===== config.mk =====
export PLATFORM = sky130hd
export DESIGN_NAME = store_unit_flat
export DESIGN_NICKNAME = d
export VERILOG_FILES = /design/src/rtl/store_unit_pkg.sv /design/src/rtl/store_unit_if.sv /design/src/rtl/store_unit_merge.sv /design/src/rtl/store_unit.sv /design/src/flat_wrapper.sv
export SDC_FILE = /design/constraint.sdc
export NUM_CORES = 1
export LEC_CHECK = 0
export CAP_MARGIN = 30
export CORE_MARGIN = 5
export CORE_UTILIZATION = 41
export DETAILED_ROUTE_END_ITERATION = 16
export PLACE_DENSITY = 0.76
export SKIP_LAST_GASP = 1
export SYNTH_ARGS = -nofsm -noshare
export SYNTH_HDL_FRONTEND = slang
export SYNTH_HIERARCHICAL = 1
export SYNTH_SLANG_ARGS = --single-unit

===== constraint.sdc =====
create_clock -name Clk -period 2.6 [get_ports Clk]
set_input_delay 0.52 -clock Clk [delete_from_list [all_inputs] [get_ports Clk]]
set_output_delay 0.52 -clock Clk [all_outputs]
set_load 0.05 [all_outputs]

===== src/rtl/store_unit_pkg.sv =====
// Shared types and lane constants for the store unit (SW/SH/SB into word memory).
// The STORE_UNIT_ALIGN_CHECK_EN macro is consumed by store_unit.
package store_pkg;

  typedef enum logic [1:0] {
    ST_SW   = 2'b00,
    ST_SH   = 2'b01,
    ST_SB   = 2'b10,
    ST_RSVD = 2'b11
  } stype_t;

  typedef enum logic [2:0] {
    IDLE  = 3'd0,
    READ  = 3'd1,
    WAIT  = 3'd2,
    WRITE = 3'd3,
    DONE  = 3'd4
  } state_t;

  // Big-endian: byte offset 0 is the most significant byte of the word.
  localparam int unsigned BYTE0_LSB = 24;
  localparam int unsigned BYTE1_LSB = 16;
  localparam int unsigned BYTE2_LSB = 8;
  localparam int unsigned BYTE3_LSB = 0;
  localparam int unsigned HALF0_LSB = 16;
  localparam int unsigned HALF1_LSB = 0;

endpackage


===== src/rtl/store_unit_if.sv =====
// Request and memory-bus signals of the store unit; slave is the store unit side.
interface store_unit_if #(
  parameter int ADDR_W = 32
);
  logic              Start;
  logic [1:0]        SType;
  logic [ADDR_W-1:0] Addr;
  logic [31:0]       WData;
  logic [31:0]       MemData;
  logic [ADDR_W-1:0] MemAddr;
  logic [31:0]       MemWData;
  logic              MemRead;
  logic              MemWrite;
  logic              Busy;
  logic              Done;
  logic              StoreErr;

  modport master (
    output Start, SType, Addr, WData, MemData,
    input  MemAddr, MemWData, MemRead, MemWrite, Busy, Done, StoreErr
  );

  modport slave (
    input  Start, SType, Addr, WData, MemData,
    output MemAddr, MemWData, MemRead, MemWrite, Busy, Done, StoreErr
  );
endinterface


===== src/rtl/store_unit_merge.sv =====
// Big-endian byte/halfword lane merge of store data into an old memory word.
module store_merge
  import store_pkg::*;
(
  input  logic [31:0] old_word,
  input  logic [15:0] wdata,
  input  stype_t      stype,
  input  logic [1:0]  addr_lo,
  output logic [31:0] merged
);

  // Replace only the addressed lane(s); everything else passes through.
  always_comb begin
    merged = old_word;
    case (stype)
      ST_SB: begin
        case (addr_lo)
          2'b00:   merged[BYTE0_LSB +: 8] = wdata[7:0];
          2'b01:   merged[BYTE1_LSB +: 8] = wdata[7:0];
          2'b10:   merged[BYTE2_LSB +: 8] = wdata[7:0];
          2'b11:   merged[BYTE3_LSB +: 8] = wdata[7:0];
          default: merged = old_word;
        endcase
      end
      ST_SH: begin
        if (addr_lo[1]) begin
          merged[HALF1_LSB +: 16] = wdata;
        end else begin
          merged[HALF0_LSB +: 16] = wdata;
        end
      end
      default: merged = old_word;
    endcase
  end

endmodule


===== src/rtl/store_unit.sv =====
// Multicycle store engine: SW writes directly, SH/SB read-merge-write the word.
// Define STORE_UNIT_ALIGN_CHECK_EN to reject misaligned SW/SH requests.
module store_unit
  import store_pkg::*;
#(
  parameter int MEM_LAT = 1,
  parameter int ADDR_W  = 32
) (
  input  logic         Clk,
  input  logic         Reset,
  store_unit_if.slave  bus
);

  localparam logic [3:0] LAT_C = 4'(MEM_LAT);

  state_t            state_r;
  stype_t            stype_r;
  logic [1:0]        addr_lo_r;
  logic [15:0]       wdata_r;
  logic [3:0]        cnt_r;
  logic [ADDR_W-1:0] mem_addr_r;
  logic [31:0]       mem_wdata_r;
  logic              mem_read_r;
  logic              mem_write_r;
  logic              busy_r;
  logic              done_r;
  logic              store_err_r;

  logic [ADDR_W-1:0] word_addr_s;
  logic [31:0]       merged_s;
  logic              req_err_s;

  assign word_addr_s = {bus.Addr[ADDR_W-1:2], 2'b00};

  // Classify the incoming request as rejected before any memory access.
  always_comb begin
    req_err_s = (bus.SType == ST_RSVD);
`ifdef STORE_UNIT_ALIGN_CHECK_EN
    if (((bus.SType == ST_SW) && (bus.Addr[1:0] != 2'b00)) ||
        ((bus.SType == ST_SH) && bus.Addr[0])) begin
      req_err_s = 1'b1;
    end else begin
      req_err_s = (bus.SType == ST_RSVD);
    end
`endif
  end

  // The read word is merged as it arrives and lands straight in the write-data register.
  store_merge u_merge (
    .old_word (bus.MemData),
    .wdata    (wdata_r),
    .stype    (stype_r),
    .addr_lo  (addr_lo_r),
    .merged   (merged_s)
  );

  // Control FSM with registered memory strobes and status outputs.
  always_ff @(posedge Clk) begin
    if (Reset) begin
      state_r     <= IDLE;
      stype_r     <= ST_SW;
      addr_lo_r   <= 2'b00;
      wdata_r     <= 16'h0000;
      cnt_r       <= 4'd0;
      mem_addr_r  <= '0;
      mem_wdata_r <= 32'h0000_0000;
      mem_read_r  <= 1'b0;
      mem_write_r <= 1'b0;
      busy_r      <= 1'b0;
      done_r      <= 1'b0;
      store_err_r <= 1'b0;
    end else begin
      case (state_r)
        IDLE: begin
          if (bus.Start) begin
            stype_r   <= stype_t'(bus.SType);
            addr_lo_r <= bus.Addr[1:0];
            wdata_r   <= bus.WData[15:0];
            busy_r    <= 1'b1;
            if (req_err_s) begin
              state_r     <= DONE;
              done_r      <= 1'b1;
              store_err_r <= 1'b1;
            end else if (bus.SType == ST_SW) begin
              state_r     <= WRITE;
              mem_addr_r  <= word_addr_s;
              mem_wdata_r <= bus.WData;
              mem_write_r <= 1'b1;
            end else begin
              state_r    <= READ;
              mem_addr_r <= word_addr_s;
              mem_read_r <= 1'b1;
            end
          end else begin
            state_r <= IDLE;
          end
        end
        READ: begin
          mem_read_r <= 1'b0;
          cnt_r      <= LAT_C;
          state_r    <= WAIT;
        end
        WAIT: begin
          // cnt_r == 1 marks the cycle in which MemData carries the old word.
          if (cnt_r == 4'd1) begin
            cnt_r       <= 4'd0;
            mem_wdata_r <= merged_s;
            mem_write_r <= 1'b1;
            state_r     <= WRITE;
          end else begin
            cnt_r <= cnt_r - 4'd1;
          end
        end
        WRITE: begin
          mem_write_r <= 1'b0;
          mem_wdata_r <= 32'h0000_0000;
          done_r      <= 1'b1;
          state_r     <= DONE;
        end
        DONE: begin
          done_r      <= 1'b0;
          store_err_r <= 1'b0;
          busy_r      <= 1'b0;
          mem_addr_r  <= '0;
          state_r     <= IDLE;
        end
        default: begin
          state_r     <= IDLE;
          cnt_r       <= 4'd0;
          mem_addr_r  <= '0;
          mem_wdata_r <= 32'h0000_0000;
          mem_read_r  <= 1'b0;
          mem_write_r <= 1'b0;
          busy_r      <= 1'b0;
          done_r      <= 1'b0;
          store_err_r <= 1'b0;
        end
      endcase
    end
  end

  assign bus.MemAddr  = mem_addr_r;
  assign bus.MemWData = mem_wdata_r;
  assign bus.MemRead  = mem_read_r;
  assign bus.MemWrite = mem_write_r;
  assign bus.Busy     = busy_r;
  assign bus.Done     = done_r;
  assign bus.StoreErr = store_err_r;

endmodule


===== src/flat_wrapper.sv =====
// flat-port wrapper written by rule: the top's interface ports become plain ports
module store_unit_flat import store_pkg::*;
#(
  parameter int MEM_LAT = 1,
  parameter int ADDR_W  = 32
)
  (Clk, Reset, bus_Start, bus_SType, bus_Addr, bus_WData, bus_MemData, bus_MemAddr, bus_MemWData, bus_MemRead, bus_MemWrite, bus_Busy, bus_Done, bus_StoreErr);
  store_unit_if #(.ADDR_W(ADDR_W)) bus_i ();
  input  logic Clk;
  input  logic Reset;
  input wire logic [$bits(bus_i.Start)-1:0] bus_Start;
  input wire logic [$bits(bus_i.SType)-1:0] bus_SType;
  input wire logic [$bits(bus_i.Addr)-1:0] bus_Addr;
  input wire logic [$bits(bus_i.WData)-1:0] bus_WData;
  input wire logic [$bits(bus_i.MemData)-1:0] bus_MemData;
  output wire logic [$bits(bus_i.MemAddr)-1:0] bus_MemAddr;
  output wire logic [$bits(bus_i.MemWData)-1:0] bus_MemWData;
  output wire logic [$bits(bus_i.MemRead)-1:0] bus_MemRead;
  output wire logic [$bits(bus_i.MemWrite)-1:0] bus_MemWrite;
  output wire logic [$bits(bus_i.Busy)-1:0] bus_Busy;
  output wire logic [$bits(bus_i.Done)-1:0] bus_Done;
  output wire logic [$bits(bus_i.StoreErr)-1:0] bus_StoreErr;
  assign bus_i.Start = bus_Start;
  assign bus_i.SType = bus_SType;
  assign bus_i.Addr = bus_Addr;
  assign bus_i.WData = bus_WData;
  assign bus_i.MemData = bus_MemData;
  assign bus_MemAddr = bus_i.MemAddr;
  assign bus_MemWData = bus_i.MemWData;
  assign bus_MemRead = bus_i.MemRead;
  assign bus_MemWrite = bus_i.MemWrite;
  assign bus_Busy = bus_i.Busy;
  assign bus_Done = bus_i.Done;
  assign bus_StoreErr = bus_i.StoreErr;
  store_unit #(.MEM_LAT(MEM_LAT), .ADDR_W(ADDR_W)) u_core (.Clk(Clk), .Reset(Reset), .bus(bus_i));
endmodule

==> impl_metrics.yaml, run 1 <==
status:
  outcome: "finished, final reports clean"
yosys:
  async_flop_share: 0
  synth.area.mux_share: 0.144
  syn_area_um2: 4810
  synthTopCellsByArea: "dfxtp_1 39%, a22oi_2 7.8%, mux2_2 7.7%"
  syn_area_per_cell_um2: 9.57
  synth-simple-area-share: 0.185
  yosysWarnings: 6
  synth_top_family_by_area: "compound AO/OA/AOI/OAI gates"
  synth-seq-area-share: 0.391
  synth_seq_cells: 94
  syn-instance-count: 503
  yosys.area.top_type: "dfxtp_1"
  synth_xor_area_frac: 0.00364
  synth-compound-area-share: 0.214
  yosys_most_used_dff: "dfxtp_1"
  synth-edff-count: 0
  synthAdderAreaFrac: 0.0104
  synth_top_cell_area_share: 0.391
  ys_types: 39
clock_network:
  cts_setup_buffers: 0
  h-tree-depth: 3
  root_buffer: "clkbuf_16"
  clock-sinks: 94
  clockBufferDepth: 2
  cts_tree: "done"
  holdBufCountCts: 0
  clkTransAtPathRegs_ns: 0.07
  post_cts_resized: 0
  cts_made_buffers: 9
  clock_latency_ns: 0.34
floorplanning:
  die-area_um2: 14000
  fp.dieH_um: 118
  die_x_um: 118
  std_cell_rows: 39
  core_um2: 11500
  start_util: 0.420
  io_pins: 170
sta:
  slew_violations: 0
  slew_headroom: 0.553
  period_share: 0.878
  fin_skew_ns: 0.00690
  setup_viol: 0
  rsz0062_at_grt: "false"
  final-hold-violation-count: 0
  period_minus_slack_ns: 2.28
  fmax_mhz: 438
  tightestPinTransition_ns: 0.669
  tns_ns: 0
critical_path:
  path_cells: "inv_1 > ha_1 > nor2b_1 > nor2b_1 > a22o_1 > mux2_2 > nand2_1 > mux2i_1"
  cp_common_cell: "nor2b_1"
  required_ns: 2.87
  endpoint_kind: "flop"
  start_kind: "flop"
  cpMaxStageDelayCell: "nor2b_1"
  worstPathMaxFanout: 8
  critPathMaxStageDelay_ns: 0.59
  arrival_ns: 2.55
  worstSetupPathType: "flop to flop"
place:
  dp_hpwl_um: 10600
  place.gp.congestion: 0.846
  placement.io_buffers: 167
job:
  maxCapViolCount: 0
final_layout:
  final_common_cell: "clkdlybuf4s50_1"
  syn2layout_area_growth_pct: 42.8
  drive_gt1_frac: 0.205
  nets: 763
  antennaDiodeCount: 0
  final_cell_mix: "166 x clkdlybuf4s50_1, 94 x dfxtp_1, 80 x nand2_1"
  postLayoutCoreUtil: 0.600
routing:
  drtIter0Drc: 296
  avgRoutedWirePerCell_um: 17.6
  vias: 4258
  drt_wl_total_um: 14200
  drt-vias-per-instance: 5.28
  drt.antenna.violating_nets: 0
  first_pass_iters: 4
  drc: 0
global_routing:
  grt_usage: 0.199
  grt_overflow_total: 0
  grt_pass1_wl_um: 22600
  grt_pass1_vias: 4284
  grt_max_degree: 37
  antenna_found_initial: 0
power_and_ir_drop:
  p_total_mw: 4.80
  power_density_nw_per_um2: 698
  leakagePower_nw: 2.64
  peakVddDrop_mv: 0.370
hold_path:
  hold_class: "flop to flop"
through the flow:
| stage | cells | worst slack (ns) | hold WS [ns] | cell area [µm²] |
|---|---|---|---|---|
| after floorplan | 504 | 0.743 | 0.437 | 4820 |
| after global placement | 790 | 0.341 | 0.443 | 6590 |
| after detailed placement | 790 | 0.288 | 0.451 | 6590 |
| after CTS | 806 | 0.321 | 0.460 | 6880 |
| after global routing | 806 | 0.107 | 0.480 | 6880 |
| final | 806 | 0.317 | 0.465 | 6880 |
where the power goes:
group          internal, mW  leakage [nW]  switching (mW)
registers              1.60         0.768           0.129
logic                 0.754          1.73            1.02
clock network         0.742         0.134           0.548
total                  3.10          2.64            1.70
cell usage after synthesis (all sizes together), types with 2 or more instances:
master  instances
dfxtp          94
mux2           33
nor2           40
a22o           40
nor3            8
xnor2           2
ha              4
o21ai           6
nand2          81
mux2i          32
nand2b         34
o21a            3
clkbuf         14
a22oi          30
buf            25
a21oi          33
inv             6
nor2b           6
logic make-up (layout without fill, tap and decap cells):
logic type,Yosys count,count (layout)
simple gates,175,175
compound gates,117,117
flops,94,94
mux,65,65
buf+inv,45,204
fa+ha+maj,4,4
xor+xnor,2,2
other cells,1,2
flip-flops by register name (all words and copies together), names as in the netlist:
register / count
u_core/addr_lo_r: 2
u_core/bus.Busy: 1
u_core/bus.Done: 1
u_core/bus.MemAddr: 30
u_core/bus.MemRead: 1
u_core/bus.MemWData: 32
u_core/bus.MemWrite: 1
u_core/bus.StoreErr: 1
u_core/cnt_r: 4
u_core/state_r: 3
u_core/stype_r: 2
u_core/wdata_r: 16
area by class of cell:
cell class | count | area, µm²
multi-input cells | 365 | 2710
flip-flops and latches | 94 | 1880
inverters | 6 | 22.5
well taps | 143 | 179
clock inverters | 6 | 62.6
clock buffers | 10 | 229
repair buffers | 182 | 1790
fillers | 975 | 4590
final timing paths:
check	endpoint	cells past startpoint	from	slack, ns
max	u_core/bus.MemWData[2]	8	u_core/stype_r[0]	0.32
min	u_core/wdata_r[8]	2	u_core/wdata_r[8]	0.46
max reg2reg	u_core/bus.MemWData[2]	8	u_core/stype_r[0]	0.32
min reg2reg	u_core/wdata_r[8]	2	u_core/wdata_r[8]	0.46
worst max-delay path, delay by kind of cell, from the launching register on:
family,cells,cell delay (ns)
buf+inv,1,0.05
fa+ha+maj,1,0.37
simple gates,3,0.86
flops,1,0.35
compound gates,1,0.27
mux,2,0.30
routing by layer:
metal | global-route usage | vias to the layer above | routed length [µm]
met3 | 0.0616 | 18 | 1100
met2 | 0.321 | 176 | 6810
met4 | 0.0588 | 0 | 197
li1 | - | 2067 | -
met1 | 0.256 | 1997 | 6110
met5 | 0 | - | 0
(Power assumes the default switching activity.)
==> run 2, diff against run 1 <==
==> constraint.sdc (replaced) <==
create_clock -name Clk -period 2.6 [get_ports Clk]
set_input_delay 0.78 -clock Clk [delete_from_list [all_inputs] [get_ports Clk]]
set_output_delay 0.78 -clock Clk [all_outputs]
set_load 0.05 [all_outputs]
==> run 2 against run 1 <==
  * Clock-buffer cell count is 1 lower
  * Sequential power hardly changed
  * Worst hold slack better by 0.0053 ns
  * Die area stayed put
  * Via count is 0.45% higher
  * Wire length is 1.0% higher
  * Register-to-register slack hardly changed
  * Setup slack worse by 0.030 ns
  * Clock power hardly changed
==> impl_metrics.yaml, run 2 (synthesis gave the netlist of run 1 again) <==
final_layout:
  final_common_cell: "clkdlybuf4s50_1"
  syn2layout_area_growth_pct: 44.0
  antennaDiodeCount: 0
  drive_gt1_frac: 0.208
  fin_cells: 807
  largest_reg_flops: 32
  nets: 764
  final_cell_mix: "166 x clkdlybuf4s50_1, 94 x dfxtp_1, 80 x nand2_1"
  n_fill_cell: 940
  final_area_um2: 6930
clock_network:
  post_cts_resized: 0
  root_buffer: "clkbuf_16"
  h-tree-depth: 3
  clockBufferDepth: 2
  holdBufCountCts: 0
  cts_tree: "done"
  cts_setup_buffers: 0
  cts_made_buffers: 9
  clock_latency_ns: 0.34
  clkTransAtPathRegs_ns: 0.07
  clock-sinks: 94
sta:
  slew_headroom: 0.560
  final-hold-violation-count: 0
  setup_viol: 0
  fmax_mhz: 432
  slew_violations: 0
  tightestPinTransition_ns: 0.659
  period_minus_slack_ns: 2.31
  fin_skew_ns: 0.00676
  period_share: 0.890
  rsz0062_at_grt: "false"
  holdWs_ns: 0.470
  tns_ns: 0
floorplanning:
  die-area_um2: 14000
  die_x_um: 118
  start_util: 0.420
  core_um2: 11500
  fp.dieH_um: 118
  std_cell_rows: 39
  io_pins: 170
global_routing:
  grt_overflow_total: 0
  antenna_found_initial: 0
  grt_usage: 0.204
  grt_pass1_wl_um: 23600
  grt_pass1_vias: 4499
  grt_max_degree: 46
place:
  dp_hpwl_um: 10700
  post_dp_cell_area_um2: 6640
  placed_cells: 791
  place.gp.congestion: 0.863
  placement.io_buffers: 167
critical_path:
  worstSetupPathType: "flop to output port"
  critPathMaxStageDelay_ns: 0.82
  endpoint_kind: "output port"
  arrival_ns: 1.53
  start_kind: "flop"
  path_cells: "clkdlybuf4s50_1"
  crit_start: "u_core/bus.MemAddr[16]"
  worstPathMaxFanout: 2
  required_ns: 1.82
  critPathBufInv: 1
  r2r_start: "u_core/stype_r[0]"
  crit_family: "buffers and inverters"
  cpMaxStageDelayCell: "clkdlybuf4s50_1"
power_and_ir_drop:
  leakagePower_nw: 2.67
  p_int_mw: 3.05
  p_total_mw: 4.83
  peakVddDrop_mv: 0.422
  power_density_nw_per_um2: 696
  switching_share: 0.367
  power_frac_seq: 0.358
  power_switching_mw: 1.77
  clkPwrFrac: 0.266
  combPwrFrac: 0.376
job:
  maxCapViolCount: 0
routing:
  drc: 0
  drt.antenna.violating_nets: 0
  first_pass_iters: 5
  drt_wl_total_um: 14400
  drt-vias-per-instance: 5.30
  vias: 4277
  drtIter0Drc: 353
  avgRoutedWirePerCell_um: 17.8
status:
  outcome: "finished, final reports clean"
hold_path:
  hold_class: "flop to flop"
  min_from: "u_core/wdata_r[15]"
## run 2: cell count changes in the layout (fill, tap and decap cells not counted), sizes merged
cell,delta
inv,+4
clkinvlp,-2
buf,+1
bufinv,-1
clkbuf,-1
## run 2: stage by stage
step                       util  setup WS, ns
final                     0.605         0.287
after floorplan               -         0.694
after CTS                 0.605         0.268
after global placement    0.579         0.147
after detailed placement  0.579         0.106
after global routing      0.605         0.202
## run 2: cell type report
class / count / area (µm²) / area share
Multi-Input combinational cell: 365 / 2710 / 0.391
Timing Repair Buffer: 183 / 1850 / 0.267
Inverter: 6 / 22.5 / 0.00325
Clock buffer: 9 / 225 / 0.0325
Tap cell: 143 / 179 / 0.0258
Clock inverter: 7 / 65.1 / 0.00938
Sequential cell: 94 / 1880 / 0.271
## run 2: path summary, 6_finish.rpt
kind,to,slack (ns),cells past startpoint
max,bus_MemAddr[16],0.29,1
min reg2reg,u_core/wdata_r[15],0.47,2
max reg2reg,u_core/bus.MemWData[7],0.33,8
min,u_core/wdata_r[15],0.47,2
## run 2: power groups by stage
stage / combinational [mW] / clock, mW / sequential (mW)
3_3_place_gp: 1.78 / 0 / 1.75
4_1_cts: 1.82 / 1.31 / 1.73
6_report: 1.82 / 1.28 / 1.73
3_5_place_dp: 1.82 / 0 / 1.76
2_1_floorplan: 0.847 / 0 / 2.11
5_1_grt: 1.94 / 1.37 / 1.75
## run 2: layer usage
metal,GRT usage,up-vias,wire length [µm]
met5,0,-,0
met4,0.0710,0,282
met3,0.0578,23,1230
met2,0.333,172,7010
met1,0.259,2012,5830
li1,-,2070,-
## run 2: worst min-delay path, stage by stage, from the launching register on
cell	delay [ns]
dfxtp_1	0.32
nand2_1	0.05
a21oi_1	0.05
